--- src/rtl/issue_pkg.sv ---
// Shared issue-stage types: tag/payload widths and the per-entry record
// used by the issue queue and the rename/wakeup logic.
package issue_pkg;

  localparam int unsigned TAG_W  = 6;
  localparam int unsigned DATA_W = 32;

  typedef struct packed {
    logic              valid;
    logic [DATA_W-1:0] data;
    logic [TAG_W-1:0]  src0_tag;
    logic              src0_rdy;
    logic [TAG_W-1:0]  src1_tag;
    logic              src1_rdy;
  } iq_entry_s;

  function automatic logic tag_hit(input logic             v,
                                   input logic [TAG_W-1:0] bcast,
                                   input logic [TAG_W-1:0] src);
    return v && (bcast == src);
  endfunction

endpackage

--- src/rtl/iq_entry.sv ---
// One issue-queue slot: payload/tag storage plus wakeup comparators for both sources.
module iq_entry
  import issue_pkg::*;
(
  input  logic              clk_i,
  input  logic              reset_n_i,
  input  logic              clear_i,
  input  logic              we_i,
  input  logic              deq_i,
  input  logic [DATA_W-1:0] data_i,
  input  logic [TAG_W-1:0]  src0_tag_i,
  input  logic              src0_rdy_i,
  input  logic [TAG_W-1:0]  src1_tag_i,
  input  logic              src1_rdy_i,
  input  logic              wake_v_i,
  input  logic [TAG_W-1:0]  wake_tag_i,
  output iq_entry_s         entry_o
);

  iq_entry_s entry_q, entry_d;

  always_comb begin
    entry_d = entry_q;
    if (clear_i) begin
      entry_d.valid = 1'b0;
    end else if (we_i) begin
      // A broadcast in the dispatch cycle must not be lost, so it is bypassed in.
      entry_d.valid    = 1'b1;
      entry_d.data     = data_i;
      entry_d.src0_tag = src0_tag_i;
      entry_d.src1_tag = src1_tag_i;
      entry_d.src0_rdy = src0_rdy_i | tag_hit(wake_v_i, wake_tag_i, src0_tag_i);
      entry_d.src1_rdy = src1_rdy_i | tag_hit(wake_v_i, wake_tag_i, src1_tag_i);
    end else if (entry_q.valid) begin
      if (tag_hit(wake_v_i, wake_tag_i, entry_q.src0_tag)) entry_d.src0_rdy = 1'b1;
      if (tag_hit(wake_v_i, wake_tag_i, entry_q.src1_tag)) entry_d.src1_rdy = 1'b1;
      if (deq_i) entry_d.valid = 1'b0;
    end
  end

  always_ff @(posedge clk_i) begin
    if (!reset_n_i) entry_q <= '0;
    else            entry_q <= entry_d;
  end

  assign entry_o = entry_q;

endmodule

--- src/rtl/priority_encoder.sv ---
// Lowest-index-first priority encoder with an any-set flag.
module priority_encoder #(
  parameter int unsigned width_p = 8
) (
  input  logic [width_p-1:0]         v_i,
  output logic [$clog2(width_p)-1:0] addr_o,
  output logic                       v_o
);

  always_comb begin
    addr_o = '0;
    // Walk from the top so the lowest set bit is the last one written.
    for (int i = width_p - 1; i >= 0; i--) begin
      if (v_i[i]) addr_o = ($clog2(width_p))'(i);
    end
    v_o = |v_i;
  end

endmodule

--- src/rtl/issue_queue.sv ---
// Out-of-order issue buffer: tag wakeup, lowest-index ready select,
// valid/yumi handshake towards execute.
module issue_queue
  import issue_pkg::*;
#(
  parameter int unsigned els_p        = 8,
  parameter int unsigned data_width_p = DATA_W,
  parameter int unsigned tag_width_p  = TAG_W
) (
  input  logic                       clk_i,
  input  logic                       reset_n_i,
  input  logic                       flush_i,
  input  logic                       enq_v_i,
  output logic                       enq_ready_o,
  input  logic [data_width_p-1:0]    enq_data_i,
  input  logic [tag_width_p-1:0]     enq_src0_tag_i,
  input  logic                       enq_src0_rdy_i,
  input  logic [tag_width_p-1:0]     enq_src1_tag_i,
  input  logic                       enq_src1_rdy_i,
  input  logic                       wakeup_v_i,
  input  logic [tag_width_p-1:0]     wakeup_tag_i,
  output logic                       issue_v_o,
  output logic [data_width_p-1:0]    issue_data_o,
  input  logic                       issue_yumi_i,
  output logic [$clog2(els_p+1)-1:0] count_o
);

  localparam int unsigned idx_w_lp = $clog2(els_p);
  localparam int unsigned cnt_w_lp = $clog2(els_p + 1);

  iq_entry_s            entries [els_p];
  logic [els_p-1:0]     valid_vec, ready_vec;
  logic [idx_w_lp-1:0]  free_idx, sel_idx;
  logic                 free_v, enq_fire, issue_fire;
  logic [cnt_w_lp-1:0]  count_q, count_d;

  priority_encoder #(.width_p(els_p)) u_free_pe (
    .v_i    (~valid_vec),
    .addr_o (free_idx),
    .v_o    (free_v)
  );

  priority_encoder #(.width_p(els_p)) u_sel_pe (
    .v_i    (ready_vec),
    .addr_o (sel_idx),
    .v_o    (issue_v_o)
  );

  assign enq_ready_o = free_v;
  assign enq_fire    = enq_v_i & free_v;
  assign issue_fire  = issue_yumi_i & issue_v_o;

  for (genvar gi = 0; gi < els_p; gi++) begin : g_entry
    iq_entry u_entry (
      .clk_i      (clk_i),
      .reset_n_i  (reset_n_i),
      .clear_i    (flush_i),
      .we_i       (enq_fire && (free_idx == idx_w_lp'(gi))),
      .deq_i      (issue_fire && (sel_idx == idx_w_lp'(gi))),
      .data_i     (enq_data_i),
      .src0_tag_i (enq_src0_tag_i),
      .src0_rdy_i (enq_src0_rdy_i),
      .src1_tag_i (enq_src1_tag_i),
      .src1_rdy_i (enq_src1_rdy_i),
      .wake_v_i   (wakeup_v_i),
      .wake_tag_i (wakeup_tag_i),
      .entry_o    (entries[gi])
    );
    assign valid_vec[gi] = entries[gi].valid;
    assign ready_vec[gi] = entries[gi].valid & entries[gi].src0_rdy & entries[gi].src1_rdy;
  end

  assign issue_data_o = issue_v_o ? entries[sel_idx].data : '0;

  always_comb begin
    count_d = count_q + cnt_w_lp'(enq_fire) - cnt_w_lp'(issue_fire);
    if (flush_i) count_d = '0;
  end

  always_ff @(posedge clk_i) begin
    if (!reset_n_i) count_q <= '0;
    else            count_q <= count_d;
  end

  assign count_o = count_q;

  a_no_yumi_when_empty: assert property (
    @(posedge clk_i) disable iff (!reset_n_i) issue_yumi_i |-> issue_v_o
  );

endmodule

--- config.mk ---
export PLATFORM = sky130hd
export DESIGN_NAME = issue_queue
export DESIGN_NICKNAME = d
export VERILOG_FILES = /design/src/rtl/issue_pkg.sv /design/src/rtl/iq_entry.sv /design/src/rtl/priority_encoder.sv /design/src/rtl/issue_queue.sv
export SDC_FILE = /design/constraint.sdc
export NUM_CORES = 1
export LEC_CHECK = 0
export ABC_CLOCK_PERIOD_IN_PS = 2200
export CELL_PAD_IN_SITES_DETAIL_PLACEMENT = 2
export CELL_PAD_IN_SITES_GLOBAL_PLACEMENT = 2
export CORE_MARGIN = 3
export CORE_UTILIZATION = 25
export DETAILED_ROUTE_END_ITERATION = 10
export PLACE_DENSITY = 0.59
export SLEW_MARGIN = 20
export SYNTH_ARGS = -nofsm -noshare
export SYNTH_HDL_FRONTEND = slang
export SYNTH_SLANG_ARGS = --single-unit
export TNS_END_PERCENT = 100
--- constraint.sdc ---
create_clock -name clk_i -period 2.2 [get_ports clk_i]
set_clock_uncertainty 0.1 [all_clocks]
set_input_delay 0.44 -clock clk_i [delete_from_list [all_inputs] [get_ports clk_i]]
set_output_delay 0.44 -clock clk_i [all_outputs]
set_load 0.1 [all_outputs]
==> metrics.txt, run 1 <==
final critical path time including I/O delays and setup 3.21 ns; Crit path largest cell delay 0.32 ns; Switch Pwr 0.00399 W; buffer depth of the longest clock path 3; ys flop type sky130_fd_sc_hd__dfxtp_1; part of the Yosys area used for sequential elements 0.427; number of synthesized register bits 380; sort of element at the end of the critical path output pin; Core Rows 97; EDFF count, synth 0; fraction of power consumed by the clock network 0.502; Overflow after GRT 0; library cell occupying the most area in the post-synthesis netlist sky130_fd_sc_hd__dfxtp_1; TritonCTS Sinks 380; total power consumption of the routed design 0.0162 W; result of the run complete, but fails checks; type of the tightest min-delay check in2reg; die height 273 um; number of hold violations in the final report 0; final design instance area without fill 0.0272 mm^2; fraction of layout cells with a size suffix above 1 0.334; via count of the first global-routing pass 18.2k; endpoint of the most critical register-to-register path count_o[1]$_SDFF_PP0_; pre-CTS setup slack -0.596 ns; Highest Clock Rate 312 MHz; area grow syn2layout 52.5%; sequential fraction of design power 0.432; data arrival time of the critical path 2.67 ns; required time of the critical path 1.66 ns; count of vias placed by the detailed router 16.8k; Leak 9.76 nW; aggregate global-route resource usage 0.202; switching power share of the total 0.246; cell with the most instances after synthesis sky130_fd_sc_hd__nand2_1; number of clock buffers inserted by TritonCTS 49; clock transition at the registers of the reported paths 0.06 ns; Least-Margin Pin Slew 0.563 ns; Synth warnings 0; effective utilization at floorplan 0.253; combinational cell fraction of total power 0.067; ports placed on the boundary 96; total standard cell area after synthesis 0.0178 mm^2; relative slew slack 0.623; origin of the worst setup path g_entry[6].u_entry.entry_o[46]$_SDFF_PP0_; crit share post-route 1.46; via count normalized by instance count 4.96; Slew Limit Fails 0; DP Wirelength 50300 um; root cell of the clock tree sky130_fd_sc_hd__clkbuf_16; placer's final routability congestion estimate 0.795; count of cells along the worst register-to-register path 15; Post-Place Cell Area 0.0224 mm^2; synthesized instance count 2182; worst setup slack for register-to-register paths -0.42 ns; failing checks setup timing; maximum fanout along the worst path 9; Final Util 0.386; area fraction of the dominant cell type after synthesis 0.427; Detailed Route Iter0 Violations 795; internal power 0.0122 W; CP max-delay cell sky130_fd_sc_hd__dfxtp_2; Pre-antenna DRT Iters 5; routed wirelength normalized by instance count 25.0 um; die width 273 um; post-detailed-routing wire length 84900 um; power per unit of standard cell area 595 mW/mm^2; Startpoint Class flop; Setup crit end issue_data_o[25]; remaining routing DRC violations 0; async set-reset flop share out of synthesis 0; Max IR drop VDD 0.000585 V; most instantiated cells after synthesis sky130_fd_sc_hd__nand2_1 (721), sky130_fd_sc_hd__dfxtp_1 (380), sky130_fd_sc_hd__a21boi_0 (225); clock latency reported for the late side of the worst-skew pair 0.59 ns; Antenna Diode Count 0; Antenna Nets Post-Route 0; largest net degree at the start of global routing 99; total of fill cells in the finished design 7450; CTS tree built; CORE AREA 0.0704 mm^2; synth top area cells sky130_fd_sc_hd__dfxtp_1 (43%), sky130_fd_sc_hd__nand2_1 (15%), sky130_fd_sc_hd__a21boi_0 (9.5%); RSZ-0062 raised after global routing yes; CTS H-tree depth 2; die footprint 0.0746 mm^2; Mean Syn Cell Area 8.17 um^2; Setup Viol. Count Final 226; start of the worst register-to-register path g_entry[3].u_entry.entry_o[46]$_SDFF_PP0_; cells along the critical path and3_4 -> o211ai_1 -> nand3_4 -> buf_12 -> mux2_2 -> o221ai_2 -> buf_4 -> o221ai_4 -> buf_12; Crit Path Class reg2out; number of buffer cells added on primary ports 95; final setup slack of the worst path -1.01 ns; Net Count, Synth 2245; synth unique cells 54; wire length of the first global-routing pass 115000 um; maximum capacitance violations 0; Post-layout nets 2477; cell type with the highest occurrence count on the critical path sky130_fd_sc_hd__buf_12; number of antenna violations at the first check in global routing 0
[worst min-delay path by stage]
stage	start	endpoint	cells past startpoint
finish	reset_n_i	g_entry[7].u_entry.entry_o[30]$_SDFFE_PN0P_	2
global route	reset_n_i	g_entry[7].u_entry.entry_o[30]$_SDFFE_PN0P_	2
CTS	reset_n_i	g_entry[6].u_entry.entry_o[0]$_SDFFE_PN0P_	2
detailed placement	g_entry[3].u_entry.entry_o[27]$_SDFFE_PN0P_	g_entry[3].u_entry.entry_o[27]$_SDFFE_PN0P_	2
global placement	g_entry[3].u_entry.entry_o[38]$_SDFFE_PN0P_	g_entry[3].u_entry.entry_o[38]$_SDFFE_PN0P_	2
floorplan	g_entry[3].u_entry.entry_o[28]$_SDFFE_PN0P_	g_entry[3].u_entry.entry_o[28]$_SDFFE_PN0P_	2
[cell families after synthesis]
kind of cell	after synthesis	share of synthesized area
buffers and inverters	226	0.0600
AND/OR/NAND/NOR	856	0.192
AO/OA/AOI/OAI	527	0.219
adder cells (fa/ha/maj)	5	0.00393
XOR/XNOR	111	0.0545
flip-flops	380	0.427
multiplexers	77	0.0441
[critical path, delay by kind of cell (launching register included)]
kind | cells | cell delay [ns]
buffers and inverters | 3 | 0.53
multiplexers | 1 | 0.29
AND/OR/NAND/NOR | 2 | 0.33
AO/OA/AOI/OAI | 3 | 0.58
flip-flops | 1 | 0.32
[area by class of cell]
class                   count  area (um^2)  area share
flip-flops and latches    380         7630       0.280
clock inverters            10         53.8     0.00198
repair buffers            397         4980       0.183
inverters                  10         40.0     0.00147
clock buffers              79         1550      0.0570
well taps                 940         1180      0.0432
multi-input cells        1576        11800       0.433
[registers in the layout (all words and copies together) (netlist names)]
register,count
g_entry.u_entry.entry_o,376
count_o,4
[placed cells by master (no fill, tap or decap), types with 21 or more instances in the layout]
master | Yosys | routed
sky130_fd_sc_hd__o21ai_0 | 58 | 44
sky130_fd_sc_hd__mux2i_4 | 0 | 31
sky130_fd_sc_hd__nand2_4 | 0 | 95
sky130_fd_sc_hd__a21boi_1 | 127 | 97
sky130_fd_sc_hd__nand2_2 | 0 | 38
sky130_fd_sc_hd__clkdlybuf4s50_1 | 0 | 56
sky130_fd_sc_hd__a21boi_0 | 225 | 173
sky130_fd_sc_hd__mux2i_2 | 0 | 21
sky130_fd_sc_hd__buf_6 | 6 | 30
sky130_fd_sc_hd__dfxtp_1 | 380 | 366
sky130_fd_sc_hd__a21boi_2 | 0 | 82
sky130_fd_sc_hd__xnor2_1 | 70 | 69
sky130_fd_sc_hd__o221ai_4 | 0 | 36
sky130_fd_sc_hd__buf_12 | 0 | 90
sky130_fd_sc_hd__nand2_1 | 721 | 586
sky130_fd_sc_hd__nor2_1 | 47 | 43
sky130_fd_sc_hd__xor2_1 | 41 | 41
sky130_fd_sc_hd__buf_4 | 22 | 183
sky130_fd_sc_hd__clkbuf_16 | 0 | 73
[metrics by stage]
step                cells  setup TNS, ns  hold slack (ns)
finish               3392         -65.39            0.141
global route         3392         -82.64            0.134
CTS                  3335         -38.36            0.103
detailed placement   3223        -147.93            0.348
global placement     3223        -128.01            0.338
floorplan            2182          -8.59            0.333
[per-layer routing]
metal / vias up / wire length (um) / track usage
li1: 7779 / - / -
met3: 110 / 2350 / 0.0284
met5: - / 0 / 0
met4: 0 / 2360 / 0.0473
met2: 246 / 43000 / 0.371
met1: 8705 / 37200 / 0.246
[power groups by stage]
stage               sequential, W  combinational (W)  clock (W)
global placement          0.00712           0.000998          0
floorplan                 0.00713           0.000539          0
finish                    0.00698            0.00108    0.00811
global route              0.00698            0.00115    0.00860
CTS                       0.00698            0.00103    0.00827
detailed placement        0.00712            0.00101          0
[timing repair]
item                       4_1_cts  5_1_grt
hold buffers                     0        0
gates cloned                     6       26
pin swaps                       24      191
gates resized for setup        125      447
setup buffers                   17       36
setup endpoints to repair      154      154
Note: power is estimated with default switching activity, not from simulation.
==> run 2, diff against run 1 <==
- PLACE_DENSITY: 0.59 -> default
- PLACE_DENSITY_LB_ADDON: default -> 0.1
- RECOVER_POWER: default -> 50
==> run 2 against run 1 <==
Against the previous run:
- the run still ends with setup timing left
- die area unchanged
- clock power down 3.9%
- maximum frequency about the same
- critical endpoint is now issue_data_o[24]
- largest power group unchanged
==> metrics.txt, run 2 (synthesized netlist as in run 1, its figures left out) <==
result of the run complete, but fails checks; failing checks setup timing; worst setup slack for register-to-register paths -0.28 ns (+0.14 ns); RSZ-0062 raised after global routing yes; maximum fanout along the worst path 7 (-2); buffer depth of the longest clock path 3 (unchanged); TritonCTS Sinks 380 (unchanged); Storage cell area 0.00763 mm^2 (about the same); type of the tightest min-delay check in2reg; clock transition at the registers of the reported paths 0.06 ns (about the same); Max IR drop VDD 0.000491 V (-16%); ports placed on the boundary 96 (unchanged); Slew Limit Fails 0 (unchanged); Least-Margin Pin Slew 0.571 ns (+0.00841 ns); post-detailed-routing wire length 81800 um (-3.6%); count of cells along the worst register-to-register path 13 (-2); via count of the first global-routing pass 18.6k (+1.8%); Core Rows 97 (unchanged); non-filler cells in the finished layout 3371 (-0.62%); multi-input combinational cell area 0.0113 mm^2 (-3.8%); aggregate global-route resource usage 0.216 (+0.0142); die height 273 um (unchanged); fraction of layout cells with a size suffix above 1 0.283 (-0.0505); cell type with the highest occurrence count on the critical path sky130_fd_sc_hd__buf_12; CTS tree built; largest net degree at the start of global routing 78 (-21%); routed wirelength normalized by instance count 24.3 um (-3.0%); sort of element at the end of the critical path output pin; most frequent standard cell in the layout excluding fill and tap cells sky130_fd_sc_hd__nand2_1; Largest register FFs 376 (unchanged); via count normalized by instance count 4.90 (-1.4%); required time of the critical path 1.66 ns (about the same); total of fill cells in the finished design 7636 (+2.5%); data arrival time of the critical path 2.67 ns (about the same); start of the worst register-to-register path g_entry[2].u_entry.entry_o[46]$_SDFF_PP0_; DP Wirelength 52300 um (+4.0%); root cell of the clock tree sky130_fd_sc_hd__clkbuf_16; CTS H-tree depth 2 (unchanged); CORE AREA 0.0704 mm^2 (unchanged); Antenna Nets Post-Route 0 (unchanged); placer's final routability congestion estimate 0.809 (+1.8%); effective utilization at floorplan 0.253 (unchanged); final critical path time including I/O delays and setup 3.21 ns (+0.00222 ns); Leak 9.34 nW (-4.3%); Setup Viol. Count Final 164 (-27%); remaining routing DRC violations 0 (unchanged); endpoint of the most critical register-to-register path count_o[1]$_SDFF_PP0_; maximum capacitance violations 0 (unchanged); Overflow after GRT 0 (unchanged); CP max-delay cell sky130_fd_sc_hd__mux2_4; final setup slack of the worst path -1.01 ns (-0.00222 ns); Post-layout nets 2454 (-0.93%); cells along the critical path and3_4 -> o211ai_1 -> nand3_4 -> buf_12 -> buf_12 -> mux2_4 -> o221ai_4 -> o221ai_4 -> buf_12; Crit Path Class reg2out; number of hold violations in the final report 0 (unchanged); Placed Cells 3227 (+0.12%); number of clock buffers inserted by TritonCTS 50 (+2.0%); relative slew slack 0.619 (-0.00443); most frequent cells in the layout sky130_fd_sc_hd__nand2_1 (640), sky130_fd_sc_hd__dfxtp_1 (366), sky130_fd_sc_hd__a21boi_0 (199), sky130_fd_sc_hd__buf_4 (160), sky130_fd_sc_hd__a21boi_1 (104); Detailed Route Iter0 Violations 656 (-17%); number of buffer cells added on primary ports 95 (unchanged); die footprint 0.0746 mm^2 (unchanged); Pre-antenna DRT Iters 5 (unchanged); Highest Clock Rate 312 MHz (about the same); Final Util 0.373 (-0.0132); Startpoint Class flop; instance count along the most critical hold path 2 (unchanged); die width 273 um (unchanged); number of antenna violations at the first check in global routing 3 (+3); area grow syn2layout 47.3%; worst hold path startpoint reset_n_i; crit share post-route 1.46 (about the same); count of vias placed by the detailed router 16.5k (-2.0%); wire length of the first global-routing pass 121000 um (+5.3%); Crit path largest cell delay 0.33 ns (about the same); power per unit of standard cell area 604 mW/mm^2 (+1.6%); end of the worst hold path g_entry[7].u_entry.entry_o[32]$_SDFFE_PN0P_; clock latency reported for the late side of the worst-skew pair 0.58 ns (about the same)
[run 2: cell types whose count changed in the layout (fill, tap and decap cells not counted), moves of 6 or more]
| cell | before | now |
|---|---|---|
| sky130_fd_sc_hd__clkbuf_2 | 0 | 11 |
| sky130_fd_sc_hd__nand2_2 | 38 | 25 |
| sky130_fd_sc_hd__buf_4 | 183 | 160 |
| sky130_fd_sc_hd__nand2_1 | 586 | 640 |
| sky130_fd_sc_hd__nand2_4 | 95 | 55 |
| sky130_fd_sc_hd__buf_6 | 30 | 19 |
| sky130_fd_sc_hd__a21boi_1 | 97 | 104 |
| sky130_fd_sc_hd__a21boi_0 | 173 | 199 |
| sky130_fd_sc_hd__clkbuf_16 | 73 | 56 |
| sky130_fd_sc_hd__mux2i_2 | 21 | 15 |
| sky130_fd_sc_hd__clkbuf_8 | 17 | 9 |
| sky130_fd_sc_hd__clkbuf_1 | 11 | 23 |
| sky130_fd_sc_hd__a21boi_2 | 82 | 49 |
[run 2: per-layer routing]
metal  vias to the layer above  GRT usage  part of all wire
met1                      8433      0.270              0.44
met4                         0     0.0614             0.028
li1                       7737          -                 -
met2                       214      0.386              0.50
met3                       123     0.0268             0.027
met5                         -          0                 0
[run 2: worst max path at each step]
| stage | from | to | slack, ns |
|---|---|---|---|
| 2_1_floorplan | g_entry[6].u_entry.entry_o[46]$_SDFF_PP0_ | issue_data_o[10] | -0.28 |
| 3_3_place_gp | g_entry[3].u_entry.entry_o[0]$_SDFFE_PN0P_ | issue_data_o[5] | -0.59 |
| 4_1_cts | g_entry[6].u_entry.entry_o[0]$_SDFFE_PN0P_ | issue_data_o[24] | -1.06 |
| 5_1_grt | g_entry[2].u_entry.entry_o[0]$_SDFFE_PN0P_ | issue_data_o[29] | -1.11 |
| 6_report | g_entry[6].u_entry.entry_o[7]$_SDFFE_PN0P_ | issue_data_o[24] | -1.01 |
| 3_5_place_dp | g_entry[3].u_entry.entry_o[0]$_SDFFE_PN0P_ | issue_data_o[5] | -0.62 |
[run 2: final cells by class]
cell class / instances / area share
timing repair buffer: 373 / 0.174
multi-input combinational: 1576 / 0.431
sequential: 380 / 0.290
tap: 940 / 0.0448
inverter: 10 / 0.00143
antenna: 1 / 0.0000953
clock buffer: 80 / 0.0562
clock inverter: 11 / 0.00224
[run 2: metrics by stage]
stage                     setup WS [ns]  area (um^2)  TNS (ns)  power (W)  hold slack [ns]
after floorplan                  -0.282        18700     -8.59    0.00767            0.333
after global placement           -0.592        22400   -120.04    0.00817            0.339
after detailed placement         -0.621        22400   -135.78    0.00819            0.348
after CTS                         -1.06        25600    -39.38     0.0161            0.121
after global routing              -1.11        26300    -67.84     0.0165            0.132
final                             -1.01        26300    -39.66     0.0159            0.159
[run 2: repair_timing]
| action | in CTS | in global routing |
|---|---|---|
| hold buffers | 0 | 0 |
| cloned | 15 | 5 |
| endpoints found under the setup margin | 117 | 190 |
| pin swaps | 33 | 133 |
| endpoints found under the hold margin | 0 | 0 |
| resized for setup | 210 | 212 |
| setup buffers | 41 | 17 |
[run 2: where the power goes]
part	internal [W]	switching, W
Combinational	0.000465	0.000634
Sequential	0.00694	0.0000388
Clock	0.00456	0.00323
[run 2: critical path: cells and delay by family, from the launching register on]
kind | cells | cell delay (ns)
compound gates | 3 | 0.64
buf+inv | 3 | 0.50
flops | 1 | 0.32
mux | 1 | 0.33
simple gates | 2 | 0.30
==> run 3, diff against run 2 <==
- RECOVER_POWER: 50 -> default
==> run 3 against run 2 <==
Against the previous run:
- the run still ends with setup timing left
- routed wire length is 0.20% higher
- non-clock buffer count stayed put
- critical path depth stayed put
- combinational power hardly changed
- worst setup slack worse by 0.013 ns
- clock-buffer cell count stayed put
- sequential share of layout area is 0.097 points lower
- hold slack worse by 0.0040 ns
==> metrics.txt, run 3 (synthesized netlist as in run 1, its figures left out) <==
result of the run complete, but fails checks; failing checks setup timing; Final Util 0.374 (+0.00124); remaining routing DRC violations 0 (unchanged); Highest Clock Rate 310 MHz (-0.42%); CTS tree built; via count of the first global-routing pass 18.6k (unchanged); effective utilization at floorplan 0.253 (unchanged); aggregate global-route resource usage 0.216 (unchanged); die height 273 um (unchanged); routed wirelength normalized by instance count 24.3 um (+0.20%); Crit Path Class reg2out; total of fill cells in the finished design 7616 (-0.26%); most frequent standard cell in the layout excluding fill and tap cells sky130_fd_sc_hd__nand2_1; number of buffer cells added on primary ports 95 (unchanged); Worst Hold Slack 0.155 ns (-0.00405 ns); type of the tightest min-delay check in2reg; Setup Viol. Count Final 80 (-51%); clock transition at the registers of the reported paths 0.06 ns (about the same); Largest register FFs 376 (unchanged); maximum capacitance violations 0 (unchanged); fraction of layout cells with a size suffix above 1 0.286 (+0.00247); final setup slack of the worst path -1.02 ns (-0.0135 ns); RSZ-0062 raised after global routing yes; total power consumption of the routed design 0.0159 W (about the same); buffer depth of the longest clock path 3 (unchanged); root cell of the clock tree sky130_fd_sc_hd__clkbuf_16; power per unit of standard cell area 603 mW/mm^2 (-0.28%); placer's final routability congestion estimate 0.809 (unchanged); most frequent cells in the layout sky130_fd_sc_hd__nand2_1 (640), sky130_fd_sc_hd__dfxtp_1 (366), sky130_fd_sc_hd__a21boi_0 (195), sky130_fd_sc_hd__buf_4 (176), sky130_fd_sc_hd__a21boi_1 (108); die width 273 um (unchanged); number of clock buffers inserted by TritonCTS 50 (unchanged); die footprint 0.0746 mm^2 (unchanged); Pre-antenna DRT Iters 5 (unchanged); CTS H-tree depth 2 (unchanged); relative slew slack 0.636 (+0.0174); number of antenna violations at the first check in global routing 3 (unchanged); final critical path time including I/O delays and setup 3.22 ns (+0.0135 ns); via count normalized by instance count 4.90 (+0.13%); ports placed on the boundary 96 (unchanged); wire length of the first global-routing pass 121000 um (unchanged); Leak 9.37 nW (+0.40%); crit share post-route 1.46 (+0.00612); TritonCTS Sinks 380 (unchanged); Overflow after GRT 0 (unchanged); data arrival time of the critical path 2.68 ns (about the same); largest net degree at the start of global routing 78 (unchanged); clock latency reported for the late side of the worst-skew pair 0.59 ns (about the same); Post-layout nets 2454 (unchanged); non-filler cells in the finished layout 3371 (unchanged); Placed Cells 3227 (unchanged); sort of element at the end of the critical path output pin; Max IR drop VDD 0.000492 V (+0.18%); maximum fanout along the worst path 7 (unchanged); Startpoint Class flop; CORE AREA 0.0704 mm^2 (unchanged); area grow syn2layout 47.8%; required time of the critical path 1.66 ns (about the same); number of hold violations in the final report 0 (unchanged); Slew Limit Fails 0 (unchanged); DP Wirelength 52300 um (unchanged); count of vias placed by the detailed router 16.5k (+0.13%); Core Rows 97 (unchanged); Antenna Nets Post-Route 0 (unchanged); Least-Margin Pin Slew 0.544 ns (-0.0279 ns); post-detailed-routing wire length 82000 um (+0.20%); worst setup slack for register-to-register paths -0.28 ns (about the same); hold buffer count at CTS 0 (unchanged); Detailed Route Iter0 Violations 664 (+1.2%)
-- run 3: cell types whose count changed in the layout (fill, tap and decap cells not counted), sizes merged --
cell	delta
clkdlybuf4s50	+1
dlygate4sd3	-1
clkbuf	-18
buf	+18
-- run 3: area by class of cell --
class                      count  area (um^2)  area share
tap                          940         1180      0.0446
clock buffer                  80         1480      0.0560
multi-input combinational   1576        11300       0.430
antenna                        1         2.50   0.0000950
timing repair buffer         373         4640       0.176
clock inverter                11         58.8     0.00223
sequential                   380         7630       0.290
inverter                      10         37.5     0.00142
-- run 3: worst paths after layout --
check,startpoint,endpoint,cells after the start
max reg2reg,g_entry[2].u_entry.entry_o[46]$_SDFF_PP0_,count_o[1]$_SDFF_PP0_,13
min,reset_n_i,g_entry[6].u_entry.entry_o[7]$_SDFFE_PN0P_,2
max,g_entry[6].u_entry.entry_o[7]$_SDFFE_PN0P_,issue_data_o[24],9
min reg2reg,g_entry[7].u_entry.entry_o[32]$_SDFFE_PN0P_,g_entry[7].u_entry.entry_o[32]$_SDFFE_PN0P_,2
-- run 3: report_power, final --
| part | internal, W | switching, W |
|---|---|---|
| registers | 0.00694 | 0.0000388 |
| logic | 0.000473 | 0.000636 |
| clock network | 0.00456 | 0.00323 |
-- run 3: metal layers --
metal,GRT usage,wire length [um],up-vias
li1,-,-,7740
met1,0.270,36100,8461
met2,0.386,41400,207
met3,0.0268,2200,121
met4,0.0614,2300,0
met5,0,0,-
-- run 3: timing repair --
action | in CTS | in global routing
gates resized for setup | 210 | 212
setup buffers | 41 | 17
cloned | 15 | 5
pin swaps | 33 | 133
endpoints found under the hold margin | 0 | 0
setup endpoints to repair | 117 | 190
-- run 3: worst max-delay path: stages, from the launching register on --
cell                       delay [ns]
sky130_fd_sc_hd__dfxtp_2         0.32
sky130_fd_sc_hd__and3_4          0.18
sky130_fd_sc_hd__o211ai_1        0.27
sky130_fd_sc_hd__nand3_4         0.12
sky130_fd_sc_hd__buf_12          0.17
sky130_fd_sc_hd__buf_12          0.14
sky130_fd_sc_hd__mux2_4          0.33
sky130_fd_sc_hd__o221ai_4        0.22
sky130_fd_sc_hd__o221ai_4        0.15
sky130_fd_sc_hd__buf_12          0.19
-- run 3: through the flow --
stage	setup slack, ns	TNS, ns	area [um^2]
finish	-1.02	-33.35	26400
global route	-1.11	-42.54	26400
CTS	-1.06	-39.38	25600
detailed placement	-0.621	-135.78	22400
global placement	-0.592	-120.04	22400
floorplan	-0.282	-8.59	18700
